### src/rtl/operand_loader_pkg.sv
// operand_loader_pkg
//  Shared types and constants for the operand loader.
//  - ld_state_t      : loader FSM states
//  - DEFAULT_TIMEOUT : default A->B strobe window in clk cycles
//  - tmr_w()         : timer width for a given TIMEOUT (minimum 1 bit)
package operand_loader_pkg;

  typedef enum logic [1:0] {
    S_IDLE   = 2'd0,
    S_HAVE_A = 2'd1,
    S_VALID  = 2'd2
  } ld_state_t;

  localparam int DEFAULT_TIMEOUT = 1000;

  // $clog2(1) is 0, so TIMEOUT=0 still gets a 1-bit timer.
  function automatic int tmr_w(input int t);
    return (t < 1) ? 1 : $clog2(t + 1);
  endfunction

endpackage

### src/rtl/operand_loader_sync_edge.sv
// operand_loader_sync_edge
//  Synchronises the asynchronous load strobe and emits a one-cycle pulse per
//  0->1 transition. Raw edge to load_pulse_o latency is SYNC_STAGES+1 clk.
//  Ports:
//   clk           in  clock
//   rst_n         in  async active-low reset
//   strobe_raw_i  in  asynchronous strobe, active high
//   load_pulse_o  out registered single-cycle pulse
module operand_loader_sync_edge #(
  parameter int SYNC_STAGES = 2
) (
  input  logic clk,
  input  logic rst_n,
  input  logic strobe_raw_i,
  output logic load_pulse_o
);

  logic [SYNC_STAGES-1:0] sync_q;
  logic                   prev_q;
  logic                   pulse_q;

  always_ff @(posedge clk or negedge rst_n) begin
    if (!rst_n) begin
      sync_q  <= '0;
      prev_q  <= 1'b0;
      pulse_q <= 1'b0;
    end else begin
      sync_q  <= {sync_q[SYNC_STAGES-2:0], strobe_raw_i};
      prev_q  <= sync_q[SYNC_STAGES-1];
      // Registered edge detect: a held-high strobe yields one pulse only.
      pulse_q <= sync_q[SYNC_STAGES-1] & ~prev_q;
    end
  end

  assign load_pulse_o = pulse_q;

endmodule

### src/rtl/operand_loader.sv
// operand_loader
//  Captures two operands from a shared bus, one per load strobe, and offers
//  the pair downstream with a valid/ready handshake. A half-entered pair is
//  discarded after TIMEOUT cycles; strobes arriving while a pair is pending
//  are dropped and flagged.
//  Ports:
//   clk, rst_n   clock / async active-low reset
//   data_in      operand bus, sampled on the cycle load_pulse is seen
//   strobe_raw   asynchronous load strobe
//   clear_i      synchronous clear of overrun_o
//   op_a, op_b   captured operands
//   out_valid    pair valid;  out_ready  consumer accepts
//   timeout_o    1-cycle pulse when a partial pair is discarded
//   overrun_o    sticky dropped-strobe flag
//   pair_count   accepted handshakes, wraps
module operand_loader
  import operand_loader_pkg::*;
#(
  parameter int DATA_W      = 8,
  parameter int SYNC_STAGES = 2,
  parameter int TIMEOUT     = DEFAULT_TIMEOUT
) (
  input  logic              clk,
  input  logic              rst_n,
  input  logic [DATA_W-1:0] data_in,
  input  logic              strobe_raw,
  input  logic              clear_i,
  output logic [DATA_W-1:0] op_a,
  output logic [DATA_W-1:0] op_b,
  output logic              out_valid,
  input  logic              out_ready,
  output logic              timeout_o,
  output logic              overrun_o,
  output logic [7:0]        pair_count
);

  localparam int TW      = tmr_w(TIMEOUT);
  localparam int TLAST_I = (TIMEOUT > 0) ? TIMEOUT - 1 : 0;
  localparam logic [TW-1:0] TMAX  = TW'(TIMEOUT);
  localparam logic [TW-1:0] TLAST = TW'(TLAST_I);

  logic load_pulse;

  operand_loader_sync_edge #(.SYNC_STAGES(SYNC_STAGES)) u_sync (
    .clk          (clk),
    .rst_n        (rst_n),
    .strobe_raw_i (strobe_raw),
    .load_pulse_o (load_pulse)
  );

  ld_state_t         state_q, state_d;
  logic [DATA_W-1:0] op_a_q, op_a_d, op_b_q, op_b_d;
  logic [TW-1:0]     timer_q, timer_d;
  logic              timeout_q, timeout_d;
  logic              overrun_q, overrun_d;
  logic [7:0]        cnt_q, cnt_d;

  always_ff @(posedge clk or negedge rst_n) begin
    if (!rst_n) begin
      state_q   <= S_IDLE;
      op_a_q    <= '0;
      op_b_q    <= '0;
      timer_q   <= '0;
      timeout_q <= 1'b0;
      overrun_q <= 1'b0;
      cnt_q     <= '0;
    end else begin
      state_q   <= state_d;
      op_a_q    <= op_a_d;
      op_b_q    <= op_b_d;
      timer_q   <= timer_d;
      timeout_q <= timeout_d;
      overrun_q <= overrun_d;
      cnt_q     <= cnt_d;
    end
  end

  always_comb begin
    state_d   = state_q;
    op_a_d    = op_a_q;
    op_b_d    = op_b_q;
    timer_d   = timer_q;
    timeout_d = 1'b0;
    overrun_d = overrun_q;
    cnt_d     = cnt_q;

    // Clear first so a same-cycle set below wins.
    if (clear_i) overrun_d = 1'b0;

    unique case (state_q)
      S_IDLE: begin
        if (load_pulse) begin
          op_a_d  = data_in;
          timer_d = '0;
          state_d = S_HAVE_A;
        end
      end
      S_HAVE_A: begin
        // A pulse on the would-be timeout cycle takes priority.
        if (load_pulse) begin
          op_b_d  = data_in;
          state_d = S_VALID;
        end else if (TIMEOUT != 0) begin
          if (timer_q == TLAST) begin
            state_d   = S_IDLE;
            timeout_d = 1'b1;
          end else if (timer_q < TMAX) begin
            timer_d = timer_q + 1'b1;
          end
        end
      end
      S_VALID: begin
        if (load_pulse) overrun_d = 1'b1;
        if (out_ready) begin
          state_d = S_IDLE;
          cnt_d   = cnt_q + 8'd1;
        end
      end
      default: state_d = S_IDLE;
    endcase
  end

  assign op_a       = op_a_q;
  assign op_b       = op_b_q;
  assign out_valid  = (state_q == S_VALID);
  assign timeout_o  = timeout_q;
  assign overrun_o  = overrun_q;
  assign pair_count = cnt_q;

endmodule

### config.mk
export PLATFORM = sky130hd
export DESIGN_NAME = operand_loader
export DESIGN_NICKNAME = d
export VERILOG_FILES = /design/src/rtl/operand_loader_pkg.sv /design/src/rtl/operand_loader_sync_edge.sv /design/src/rtl/operand_loader.sv
export SDC_FILE = /design/constraint.sdc
export NUM_CORES = 1
export LEC_CHECK = 0
export ABC_AREA = 1
export CORE_ASPECT_RATIO = 1.25
export CORE_UTILIZATION = 50
export CTS_CLUSTER_SIZE = 20
export DETAILED_ROUTE_END_ITERATION = 8
export GPL_ROUTABILITY_DRIVEN = 1
export PLACE_DENSITY_LB_ADDON = 0.12
export SLEW_MARGIN = 0
export SYNTH_ARGS = -nofsm -noshare
export SYNTH_HDL_FRONTEND = slang
export SYNTH_SLANG_ARGS = --single-unit
### constraint.sdc
create_clock -name clk -period 3.8 [get_ports clk]
set_input_delay 0.57 -clock clk [delete_from_list [all_inputs] [get_ports clk]]
set_output_delay 0.57 -clock clk [all_outputs]
set_load 0.01 [all_outputs]
==> summary.txt, run 1 <==
Run status: finished clean
Post-Route Hold Slack: 352.5 ps
Total power: 1.484 mW
Initial DRT Pass Iterations: 4
PortBufs: 39
Ant. Diodes: 0
Arr. time, crit path: 1480 ps
Fraction of synthesized cell area taken by the top area cell type: 0.5286
Commonest cells after routing, fill and taps aside: sky130_fd_sc_hd__nand2_1 (98), sky130_fd_sc_hd__dfrtp_1 (42), sky130_fd_sc_hd__clkdlybuf4s50_1 (38), sky130_fd_sc_hd__inv_1 (28), sky130_fd_sc_hd__nor2_1 (17)
Master cell of the clock root buffer: sky130_fd_sc_hd__clkbuf_8
Largest cells by area after synthesis: sky130_fd_sc_hd__dfrtp_1 (53%), sky130_fd_sc_hd__nand2_1 (19%), sky130_fd_sc_hd__inv_1 (5.3%)
Fraction of power spent switching nets: 0.3299
Most common cell after layout, fill and taps aside: sky130_fd_sc_hd__nand2_1
Setup TNS: 0 ps
H-tree Lvls: 2
Half-perimeter wire length after detailed placement: 2811 um
Register-to-register setup slack: 2320 ps
Resized Gates After CTS: 0
Die height: 72.50 um
Number of buffers inserted to repair setup after CTS: 0
Setup-violating endpoint count in the final report: 0
Internal Power: 994.7 uW
Number of synthesized register bits: 42
Warnings, synthesis: 0
First-iteration detailed-routing DRC count: 51
Net switching power figure: 489.7 uW
Post-route clock period utilization: 0.5391
Initial antenna violation count: 0
Tightest slew margin relative to the limit: 0.4077
Count of clock tree sinks: 42
CTS Buffer Depth: 2
Total DRC errors in the routed layout: 0
Final max-slew violation count: 0
Final net count: 308
Global-route usage over all layers: 0.2054
Antenna viol nets, final: 0
Fin area: 2519 sq um
Critical path start-end classification: flip-flop to output pin
Largest fanout of any net on the critical path: 3
Layout cells sized above 1: 0.07823
Post-synthesis instance area: 1988 sq um
Actual slew at the worst max-slew pin: 888.5 ps
Worst hold path class: flip-flop to flip-flop
Number of buffers created by CTS: 5
DR vias: 1639
Maximum number of pins on one net before global-route repair: 43
Post-DP Area: 2427 sq um
Largest clock skew in the final design: 6.753 ps
Unique cell type count in the Yosys netlist: 25
Largest area contributor in the synthesized netlist: sky130_fd_sc_hd__dfrtp_1
First-pass GRT wire length: 6430 um
Die outline area: 4234 sq um
Cell-by-cell listing of the critical path: inv_1, nor2_2, clkdlybuf4s50_1
Largest stage delay on the critical path: 570 ps
Synthesized area per cell: 7.953 sq um
Critical path startpoint category: flip-flop
Power density normalized to cell area: 589.4 nW/um^2
Routed wirelength normalized by instance count: 10.84 um
Final period demand of the worst path: 2049 ps
Clock power share: 0.192
Nature of the critical path endpoint: output pin
Synth Net Count: 265
Final wirelength: 3771 um
Part of the total power dissipated in combinational logic: 0.355
Clock slew at reported path FFs: 70 ps
Hold Buf Count CTS: 0
Number of hold-slack violations in the final timing report: 0
Upper clock frequency limit: 488.1 MHz
Row Count: 25
GRT overflow: 0
Worst vdd rail ir drop: 0.3612 mV
Area Growth Syn to Fin: 26.68%
Final core utilization: 0.6655
Sequential power share: 0.452
Clock latency on the worst-skew pair: 280 ps
Number of global-route vias before repair: 1493
Gpl congestion: 0.8232
Crit-path slowest cell: sky130_fd_sc_hd__clkdlybuf4s50_1
Required arrival time at the worst endpoint: 3230 ps
Standby leakage power: 1.256 nW
Width of the chip: 58.40 um
Unrepaired setup endpoints after global routing: false
Initial standard-cell utilization of the core: 0.5253
Number of top-level pins: 40
Drt via density: 4.710
TritonCTS clock tree: done
Share of the yosys chip area belonging to registers: 0.5286
Maximum capacitance violations: 0
Number of instances in the synthesized netlist: 250
Filler instances: 330
Core region area: 3785 sq um
logic make-up (layout without fill, tap and decap cells):
family / Yosys count / in the layout / synth area share
flops: 42 / 42 / 0.5286
xor+xnor: 6 / 6 / 0.02643
fa+ha+maj: 2 / 2 / 0.01258
buf+inv: 37 / 81 / 0.07111
simple gates: 142 / 142 / 0.3065
compound gates: 21 / 21 / 0.05475
cell usage after synthesis (all sizes together):
cell type and instances:
dfrtp 42, xor2 2, xnor2 4, inv 34
a21oi 1, o22ai 1, o21ai 18, and3 1
nand2 101, nand4 3, nand3b 2, buf 2
clkbuf 1, ha 2, nor3b 1, nand3 12
o21bai 1, nor2 22
power by group through the flow:
stage,sequential (mW),clock [mW],combinational (mW)
2_1_floorplan,0.715,0,0.208
3_3_place_gp,0.677,0,0.526
3_5_place_dp,0.675,0,0.538
4_1_cts,0.672,0.294,0.538
5_1_grt,0.688,0.317,0.583
6_report,0.672,0.285,0.528
worst max-delay path, delay by kind of cell, from the launching register on:
family / cells / cell delay [ps]
buffers and inverters: 2 / 660
AND/OR/NAND/NOR: 1 / 150
flip-flops: 1 / 390
routing by layer:
layer	vias to the layer above	wire (um)	global-route usage
met1	757	1659	0.2355
li1	853	-	-
met5	-	0	0
met4	0	40	0.08730
met2	25	1974	0.3665
met3	4	96	0.04278
area by class of cell:
type | instances | area [sq um] | area share
clock buffers | 7 | 86.33 | 0.03428
clock inverters | 1 | 5.005 | 0.001987
inverters | 34 | 127.6 | 0.05067
multi-input cells | 171 | 795.8 | 0.3159
flip-flops and latches | 42 | 1051 | 0.4173
well taps | 54 | 67.56 | 0.02683
repair buffers | 39 | 385.4 | 0.1530
flip-flops by register name, summed over array words and instances, names as in the netlist:
register / flops
op_a: 8
op_b: 8
overrun_o: 1
pair_count: 8
state_q: 2
timeout_o: 1
timer_q: 10
u_sync.load_pulse_o: 1
u_sync.prev_q: 1
u_sync.sync_q: 2
metrics by stage:
stage,instances,setup slack (ps)
finish,348,1751
detailed placement,340,2067
floorplan,250,2528
CTS,348,1742
global placement,340,2060
global route,348,1663
path summary, 6_finish.rpt:
kind	startpoint	cells past startpoint	to
max	state_q[1]	3	out_valid
min	u_sync.sync_q[0]	0	u_sync.sync_q[1]
max reg2reg	timer_q[0]	7	timer_q[9]
min reg2reg	u_sync.sync_q[0]	0	u_sync.sync_q[1]
max in group asynchronous	rst_n	1	timer_q[5]
min in group asynchronous	rst_n	1	timer_q[2]
(Power assumes the default switching activity.)
==> run 2, diff against run 1 <==
--- a/config.mk
+++ b/config.mk
@@ -7,7 +7,7 @@
 export LEC_CHECK = 0
 export ABC_AREA = 1
 export CORE_ASPECT_RATIO = 1.25
-export CORE_UTILIZATION = 50
+export CORE_UTILIZATION = 46
 export CTS_CLUSTER_SIZE = 20
 export DETAILED_ROUTE_END_ITERATION = 8
 export GPL_ROUTABILITY_DRIVEN = 1
==> constraint.sdc (replaced) <==
create_clock -name clk -period 1.7 [get_ports clk]
set_input_delay 0.255 -clock clk [delete_from_list [all_inputs] [get_ports clk]]
set_output_delay 0.255 -clock clk [all_outputs]
set_load 0.01 [all_outputs]
==> run 2 against run 1 <==
Net effect: non-clock buffer count up 2; register-to-register slack worse by 2100 ps; hold slack gained 6.4 ps; core utilization decreased by 5.0 points; worst setup slack got worse by 1600 ps; total power up 120%; critical path type unchanged; critical endpoint is now pair_count[4].
==> summary.txt, run 2 (synthesis results as in run 1) <==
Run status: finished clean
CP bufs+invs: 1
Drt via density: 4.671
DR vias: 1635
Die outline area: 4590 sq um
Required arrival time at the worst endpoint: 1440 ps
Top register by number of flip-flops: timer_q
Cell-by-cell listing of the critical path: clkdlybuf4s50_1
Maximum capacitance violations: 0
Number of global-route vias before repair: 1485
Sequential power share: 0.456
Number of buffers inserted to repair setup after CTS: 0
Initial DRT Pass Iterations: 4
Count of clock tree sinks: 42
Post-Route Hold Slack: 358.9 ps
Most common cell after layout, fill and taps aside: sky130_fd_sc_hd__nand2_1
Routed wirelength normalized by instance count: 10.88 um
Layout cells sized above 1: 0.07823
Fin area: 2541 sq um
Commonest cells after routing, fill and taps aside: sky130_fd_sc_hd__nand2_1 (98), sky130_fd_sc_hd__dfrtp_1 (42), sky130_fd_sc_hd__clkdlybuf4s50_1 (37), sky130_fd_sc_hd__inv_1 (28), sky130_fd_sc_hd__nor2_1 (17)
Ant. Diodes: 0
Register-to-register setup slack: 260 ps
Critical path startpoint category: flip-flop
Tightest slew margin relative to the limit: 0.7007
Worst reg2reg path endpoint: timer_q[5]
Clock power share: 0.183
Worst hold path class: flip-flop to flip-flop
Clock slew at reported path FFs: 70 ps
Initial antenna violation count: 0
Number of top-level pins: 40
GRT overflow: 0
Start point of the critical path: pair_count[4]
Upper clock frequency limit: 644.7 MHz
Area Growth Syn to Fin: 27.82%
Width of the chip: 60.80 um
Half-perimeter wire length after detailed placement: 2865 um
Gpl congestion: 0.8100
Post-route clock period utilization: 0.9124
Worst vdd rail ir drop: 0.8389 mV
Unrepaired setup endpoints after global routing: false
Setup-violating endpoint count in the final report: 0
Net switching power figure: 1.064 mW
Largest fanout of any net on the critical path: 5
Cell depth of the worst flop-to-flop path: 7
Number of hold-slack violations in the final timing report: 0
CTS Buffer Depth: 2
Final core utilization: 0.6151
Power density normalized to cell area: 1289 nW/um^2
Setup TNS: 0 ps
Initial standard-cell utilization of the core: 0.4812
Global-route usage over all layers: 0.1877
H-tree Lvls: 2
WP depth: 1
First-iteration detailed-routing DRC count: 70
Total power: 3.277 mW
Number of buffers created by CTS: 5
Standby leakage power: 1.269 nW
Part of the total power dissipated in combinational logic: 0.360
Arr. time, crit path: 1300 ps
Die height: 75.50 um
Critical path start-end classification: flip-flop to output pin
Final net count: 310
Final max-slew violation count: 0
Largest clock skew in the final design: 3.636 ps
Endpoint of the most critical setup path: pair_count[4]
Worst r2r src: timer_q[0]
Post-DP Area: 2450 sq um
Fraction of power spent switching nets: 0.3248
First-pass GRT wire length: 6341 um
Crit-path slowest cell: sky130_fd_sc_hd__clkdlybuf4s50_1
Clock latency on the worst-skew pair: 280 ps
Maximum number of pins on one net before global-route repair: 25
Nature of the critical path endpoint: output pin
Final period demand of the worst path: 1551 ps
Final wirelength: 3809 um
TritonCTS clock tree: done
Total DRC errors in the routed layout: 0
Core region area: 4131 sq um
Actual slew at the worst max-slew pin: 449.0 ps
Internal Power: 2.212 mW
Number of flip-flops under the largest register name: 10
Largest stage delay on the critical path: 570 ps
Gate family responsible for the most delay along the worst path: buffers and inverters
Row Count: 26
Antenna viol nets, final: 0
Master cell of the clock root buffer: sky130_fd_sc_hd__clkbuf_8
PortBufs: 39
==> run 2: cell types whose count changed in the layout (fill, tap and decap cells not counted), sizes merged <==
| cell | delta |
|---|---|
| clkbuf | -1 |
| dlygate4sd3 | +1 |
| dlygate4sd2 | +1 |
| buf | +1 |
| clkinv | -1 |
| clkdlybuf4s50 | -1 |
==> run 2: per-layer routing <==
metal / global-route usage / up-vias / part of all wire
met4: 0.06818 / 0 / 0.016
met5: 0 / - / 0
met2: 0.3004 / 30 / 0.47
met3: 0.05772 / 5 / 0.047
li1: - / 855 / -
met1: 0.2403 / 745 / 0.46
==> run 2: what timing repair did <==
| action | in CTS | in global routing |
|---|---|---|
| endpoints found under the hold margin | 18 | 0 |
| setup endpoints to repair | 1 | 0 |
| hold buffers | 1 | 0 |
| resized for setup | 1 | 0 |
==> run 2: worst min path at each step <==
stage                     startpoint               end  slack [ps]  depth (start not counted)
floorplan                      rst_n           op_a[0]         -40                          0
global placement               rst_n        timer_q[6]         230                          1
detailed placement             rst_n        timer_q[6]         230                          1
CTS                 u_sync.sync_q[0]  u_sync.sync_q[1]         360                          0
global route        u_sync.sync_q[0]  u_sync.sync_q[1]         380                          0
finish              u_sync.sync_q[0]  u_sync.sync_q[1]         360                          0
==> run 2: metrics by stage <==
step / setup WS [ps] / instances
2_1_floorplan: 428.1 / 250
3_3_place_gp: 290.0 / 343
3_5_place_dp: 273.2 / 343
4_1_cts: 137.4 / 350
5_1_grt: 90.04 / 350
6_report: 149.0 / 350
==> run 2: power by group through the flow <==
stage / sequential [mW] / clock, mW / combinational, mW
6_report: 1.50 / 0.601 / 1.18
5_1_grt: 1.54 / 0.663 / 1.32
4_1_cts: 1.50 / 0.630 / 1.20
3_5_place_dp: 1.51 / 0 / 1.19
3_3_place_gp: 1.51 / 0 / 1.18
2_1_floorplan: 1.60 / 0 / 0.466
==> run 2: layout make-up <==
class	instances	area [sq um]
Fill cell	387	1590
Tap cell	56	70.07
Clock buffer	6	82.58
Multi-Input combinational cell	171	795.8
Sequential cell	42	1051
Inverter	34	127.6
Timing Repair Buffer	41	414.1
==> run 3, diff against run 2 <==
--- a/config.mk
+++ b/config.mk
@@ -6,6 +6,7 @@
 export NUM_CORES = 1
 export LEC_CHECK = 0
 export ABC_AREA = 1
+export CAP_MARGIN = 30
 export CORE_ASPECT_RATIO = 1.25
 export CORE_UTILIZATION = 46
 export CTS_CLUSTER_SIZE = 20
==> results of run 3 <==
The final DEF is identical to that of run 2; final timing and power are the same.
